## src/rtl/ntt_bf_sequencer.sv

```systemverilog
// Butterfly scheduler for an iterative in-place radix-2 NTT: issues (addr_a, addr_b, tw_idx)
// per butterfly with an idle gap between stages. Define NTT_SEQ_INVERSE_EN to add 'inverse'.
module ntt_bf_sequencer #(
  parameter int LOG_N     = 3,
  parameter int STAGE_GAP = 2
) (
  input  logic                                          clk,
  input  logic                                          rst,
  input  logic                                          start,
`ifdef NTT_SEQ_INVERSE_EN
  input  logic                                          inverse,
`endif
  input  logic                                          bf_ready,
  output logic                                          bf_valid,
  output logic [LOG_N-1:0]                              addr_a,
  output logic [LOG_N-1:0]                              addr_b,
  output logic [LOG_N-2:0]                              tw_idx,
  output logic [((LOG_N > 1) ? $clog2(LOG_N) : 1)-1:0]  stage,
  output logic                                          busy,
  output logic                                          done
);

  localparam int SW       = (LOG_N > 1) ? $clog2(LOG_N) : 1;
  localparam int CW       = LOG_N - 1;
  localparam int GW       = (STAGE_GAP > 1) ? $clog2(STAGE_GAP) : 1;
  localparam int GAP_LAST = (STAGE_GAP > 0) ? STAGE_GAP - 1 : 0;

  typedef enum logic [1:0] {S_IDLE, S_RUN, S_GAP, S_DONE} state_t;

  typedef struct packed {
    logic [LOG_N-1:0] a;
    logic [LOG_N-1:0] b;
    logic [CW-1:0]    tw;
  } triple_t;

  state_t          state_q, state_d;
  logic [SW-1:0]   s_q, s_d;
  logic [CW-1:0]   c_q, c_d;
  logic [GW-1:0]   gap_q, gap_d;
  logic            bf_valid_q, bf_valid_d;
  triple_t         trip_q, trip_d;
  logic [SW-1:0]   stage_q, stage_d;
  logic            busy_q, busy_d;
  logic            done_q, done_d;
  logic [SW-1:0]   first_s, last_s, next_s;

  // Butterfly c of stage s: groups of 2*half points, twiddle stride shrinks as s grows.
  function automatic triple_t calc(input logic [SW-1:0] s, input logic [CW-1:0] c);
    logic [LOG_N-1:0] cx, half, k, g, a;
    logic [SW-1:0]    sh;
    triple_t          r;
    cx   = {1'b0, c};
    half = LOG_N'(1) << s;
    k    = cx & (half - LOG_N'(1));
    g    = cx >> s;
    a    = ((g << s) << 1) | k;
    sh   = SW'(LOG_N - 1) - s;
    r.a  = a;
    r.b  = a + half;
    r.tw = CW'(k << sh);
    return r;
  endfunction

`ifdef NTT_SEQ_INVERSE_EN
  logic inv_q, inv_d;
  assign first_s = inverse ? SW'(LOG_N - 1) : '0;
  assign last_s  = inv_q ? '0 : SW'(LOG_N - 1);
  assign next_s  = inv_q ? s_q - SW'(1) : s_q + SW'(1);
`else
  assign first_s = '0;
  assign last_s  = SW'(LOG_N - 1);
  assign next_s  = s_q + SW'(1);
`endif

  always_comb begin
    // NOTE: every *_d gets a hold/default value first, so no path can infer a latch.
    state_d    = state_q;
    s_d        = s_q;
    c_d        = c_q;
    gap_d      = gap_q;
    bf_valid_d = bf_valid_q;
    trip_d     = trip_q;
    stage_d    = stage_q;
    busy_d     = busy_q;
    done_d     = 1'b0;
`ifdef NTT_SEQ_INVERSE_EN
    inv_d      = inv_q;
`endif
    unique case (state_q)
      S_IDLE: begin
        if (start) begin
          state_d    = S_RUN;
          s_d        = first_s;
          c_d        = '0;
          bf_valid_d = 1'b1;
          busy_d     = 1'b1;
          trip_d     = calc(first_s, '0);
          stage_d    = first_s;
`ifdef NTT_SEQ_INVERSE_EN
          inv_d      = inverse;
`endif
        end
      end
      S_RUN: begin
        if (bf_valid_q && bf_ready) begin
          if (c_q == '1) begin
            c_d = '0;
            if (s_q == last_s) begin
              state_d    = S_DONE;
              bf_valid_d = 1'b0;
              busy_d     = 1'b0;
              done_d     = 1'b1;
            end else begin
              s_d = next_s;
              if (STAGE_GAP > 0) begin
                state_d    = S_GAP;
                gap_d      = '0;
                bf_valid_d = 1'b0;
              end else begin
                trip_d  = calc(next_s, '0);
                stage_d = next_s;
              end
            end
          end else begin
            c_d    = c_q + CW'(1);
            trip_d = calc(s_q, c_q + CW'(1));
          end
        end
      end
      S_GAP: begin
        // Triple outputs keep the last issued values until the new stage starts.
        if (gap_q == GW'(GAP_LAST)) begin
          state_d    = S_RUN;
          bf_valid_d = 1'b1;
          trip_d     = calc(s_q, '0);
          stage_d    = s_q;
        end else begin
          gap_d = gap_q + GW'(1);
        end
      end
      S_DONE: state_d = S_IDLE;
      default: state_d = S_IDLE;
    endcase
  end

  // NOTE: state updates use non-blocking assignments so all flops sample the same edge.
  always_ff @(posedge clk) begin
    if (!rst) begin
      state_q    <= S_IDLE;
      s_q        <= '0;
      c_q        <= '0;
      gap_q      <= '0;
      bf_valid_q <= 1'b0;
      trip_q     <= '0;
      stage_q    <= '0;
      busy_q     <= 1'b0;
      done_q     <= 1'b0;
`ifdef NTT_SEQ_INVERSE_EN
      inv_q      <= 1'b0;
`endif
    end else begin
      state_q    <= state_d;
      s_q        <= s_d;
      c_q        <= c_d;
      gap_q      <= gap_d;
      bf_valid_q <= bf_valid_d;
      trip_q     <= trip_d;
      stage_q    <= stage_d;
      busy_q     <= busy_d;
      done_q     <= done_d;
`ifdef NTT_SEQ_INVERSE_EN
      inv_q      <= inv_d;
`endif
    end
  end

  assign bf_valid = bf_valid_q;
  assign addr_a   = trip_q.a;
  assign addr_b   = trip_q.b;
  assign tw_idx   = trip_q.tw;
  assign stage    = stage_q;
  assign busy     = busy_q;
  assign done     = done_q;

endmodule

```

## config.mk

```make
export PLATFORM = sky130hd
export DESIGN_NAME = ntt_bf_sequencer
export DESIGN_NICKNAME = d
export VERILOG_FILES = /design/src/rtl/ntt_bf_sequencer.sv
export SDC_FILE = /design/constraint.sdc
export NUM_CORES = 1
export LEC_CHECK = 0
export BUFFER_PORTS_ARGS = -buffer_cell sky130_fd_sc_hd__buf_2
export CORE_MARGIN = 1
export CORE_UTILIZATION = 31
export CTS_CLUSTER_DIAMETER = 50
export DETAILED_ROUTE_END_ITERATION = 6
export PLACE_DENSITY = 0.56
export SYNTH_ARGS = -nofsm -noshare
export SYNTH_HDL_FRONTEND = slang
export SYNTH_SLANG_ARGS = --single-unit
```

## constraint.sdc

```tcl
create_clock -name clk -period 3.97 [get_ports clk]
set_clock_uncertainty 0.1 [all_clocks]
set_input_delay 0.397 -clock clk [delete_from_list [all_inputs] [get_ports clk]]
set_output_delay 0.397 -clock clk [all_outputs]
set_load 0.01 [all_outputs]
```

==> flow_summary_export.csv <==
group,metric,value,unit
status,status,"completed",
layout,nets,166,
placed_design,place_congestion,0.876,
worst_hold_path,hold_class,"in -> reg",
worst_setup_path,rr_worst_depth,6,
sta,slew_headroom,0.404,
clock_network,post_cts_resized,0,
sta,fin_crit_sh,0.687,
routing,antenna_left,0,
routing,drtIter0Drc,49,
yosys,syn_area,0.00117,mm^2
layout,layout-drive-gt1-share,0.164,
worst_setup_path,crit_start,"state_q[1]",
routing,avgViaCountPerCell,5.30,
yosys,yosys_warnings,0,
global_route,grt_pass1_wl,4710,um
clock_network,h-tree-depth,1,
clock_network,clk_pin_slew,0.08,ns
power_and_ir_drop,peakVddDrop,0.490,mV
yosys,ys.flop_type,"dfxtp_1",
clock_network,cts_tree,"yes",
layout,area_growth,15.4,%
placed_design,place_area,0.00128,mm^2
worst_setup_path,cp-end-kind,"flip-flop",
sta,final-hold-violation-count,0,
worst_setup_path,slowest_delay,0.82,ns
worst_setup_path,crit_buf_inv,1,
floorplan,fp-row-count,21,
sta,tightest_slew,0.893,ns
global_route,grt_overflow_total,0,
sta,min_period,2.73,ns
sta,timing.fmax,0.367,GHz
yosys,synthTopCellsByArea,"dfxtp_1 (34%), ha_1 (8.6%), a21oi_1 (4.7%), o21ai_0 (4.7%), nor2_1 (4.5%)",
yosys,post_synth.cell_area_avg,8.47,um^2
routing,drt-wirelength-per-cell,14.0,um
global_route,antenna_found_initial,0,
yosys,ys_seq_elements,20,
layout,layout_common_cells,"dfxtp_1 (20), buf_2 (16), nor2_1 (14)",
yosys,netlist_instances,138,
routing,wl,2770,um
floorplan,initial_core_util,0.337,
floorplan,coreArea,0.00347,mm^2
yosys,synth_top_area_frac,0.343,
floorplan,io_pins,17,
layout,final_common_cell,"dfxtp_1",
clock_network,cts_hold_buf,0,
clock_network,cts.sinks,20,
worst_setup_path,crit_chain,"inv_1, ha_1, nand4b_1, a211oi_2, nor2_1, a311oi_2",
yosys,synth_seq_area_share,0.343,
layout,regArea,400,um^2
placed_design,portBuffers,16,
worst_setup_path,critPathMaxFanout,23,
layout,multi_input_area,706,um^2
yosys,synth_cell_types,41,
worst_setup_path,critical_path_depth,6,
worst_setup_path,r2r_setup_slack,1.24,ns
worst_hold_path,hold_start,"rst",
global_route,grt_max_degree,24,
run,maxCapViolations,0,
routing,first_pass_iters,4,
clock_network,numCtsBuffers,3,
sta,setup_viol,0,
worst_setup_path,critPathCapture,"addr_b[0]",
worst_setup_path,crit_slowest_cell,"a211oi_2",
layout,fin_util,0.389,
routing,drcViolationCount,0,
worst_setup_path,critical_path_class,"reg -> reg",
power_and_ir_drop,p_total,0.896,mW
power_and_ir_drop,powerDensity,664,mW/mm^2
worst_setup_path,r2r_start,"state_q[1]",
clock_network,cts_setup_buffers,0,
clock_network,worstSkewPairLatency,0.26,ns
placed_design,dp_hpwl,2020,um
clock_network,root_buffer,"clkbuf_8",
worst_setup_path,path_delay_family,"compound AO/OA/AOI/OAI gates",
yosys,synth-edff-count,0,
worst_setup_path,cp.arrival,2.79,ns
yosys,yosysTopAreaCell,"dfxtp_1",
sta,fin_tns_setup,0,ns
yosys,syn-num-nets,151,
global_route,grtUsageTotal,0.149,
floorplan,die_h,63.4,um
worst_setup_path,required,4.03,ns
routing,vias,1050,
layout,antenna_cells,0,
sta,slew_viol_final,0,
worst_setup_path,worstSetupStartpointType,"flip-flop",
floorplan,die_w,63.4,um
global_route,grt_pass1_vias,1009,
clock_network,cts_buffer_depth,2,
floorplan,die_area,0.00402,mm^2
worst_setup_path,r2r-end,"addr_b[0]",
yosys,async_flop_share,0,
power_and_ir_drop,power.static_leakage,0.531,nW
layout,fillCellCount,364,
sta,rsz0062_at_grt,"false",
layout,postLayoutCellArea,0.00135,mm^2
worst_hold_path,hold_depth,3,
[report_power, final]
group          internal, mW  switching [mW]
clock network         0.135          0.0693
registers             0.229          0.0277
logic                 0.165           0.270
total                 0.528           0.367
[synthesized netlist by cell type (3+ instances only)]
cell	n
a21oi_1	11
dfxtp_1	20
ha_1	8
inv_1	8
mux2i_1	4
nand2_1	10
nand2b_1	5
nand3_1	3
nand4_1	4
nor2_1	14
nor3_1	4
o21ai_0	11
[state kept, by name (all words and copies together), names as in the netlist, 2 cells and up]
name and cells:
addr_a 3, addr_b 3, c_q 2, s_q 2, stage 2, state_q 2
tw_idx 2
[tightest hold or removal path, stage by stage]
cell	delay (ns)
buf_2	0.14
o21ai_0	0.08
a21oi_1	0.04
[metal layers]
layer  GRT usage  share of wire
met5           0              0
met3      0.0380          0.039
met4      0.0511         0.0069
met1       0.187           0.46
met2       0.246           0.49
[cell families after synthesis]
group	synth area share
multiplexers	0.0343
AO/OA/AOI/OAI	0.227
buffers and inverters	0.0535
other	0.00321
adder cells (fa/ha/maj)	0.103
XOR/XNOR	0.00750
AND/OR/NAND/NOR	0.229
flip-flops	0.343
[worst min path at each step]
stage	end	slack [ns]
final	gap_q	0.35
after global routing	tw_idx[1]	0.35
after CTS	done	0.34
after detailed placement	gap_q	0.34
after global placement	gap_q	0.33
after floorplan	gap_q	0.32
[layout make-up]
class | count | area share
well taps | 46 | 0.0427
inverters | 9 | 0.0250
clock inverters | 1 | 0.0223
flip-flops and latches | 20 | 0.297
repair buffers | 16 | 0.0594
multi-input cells | 103 | 0.523
clock buffers | 3 | 0.0306
[per-stage QoR]
stage	hold slack [ns]	std cells	setup slack (ns)
floorplan	0.323	138	1.67
global placement	0.334	194	1.30
detailed placement	0.339	194	1.26
CTS	0.345	198	1.23
global route	0.348	198	0.960
finish	0.350	198	1.24
Note: power is estimated with default switching activity, not from simulation.
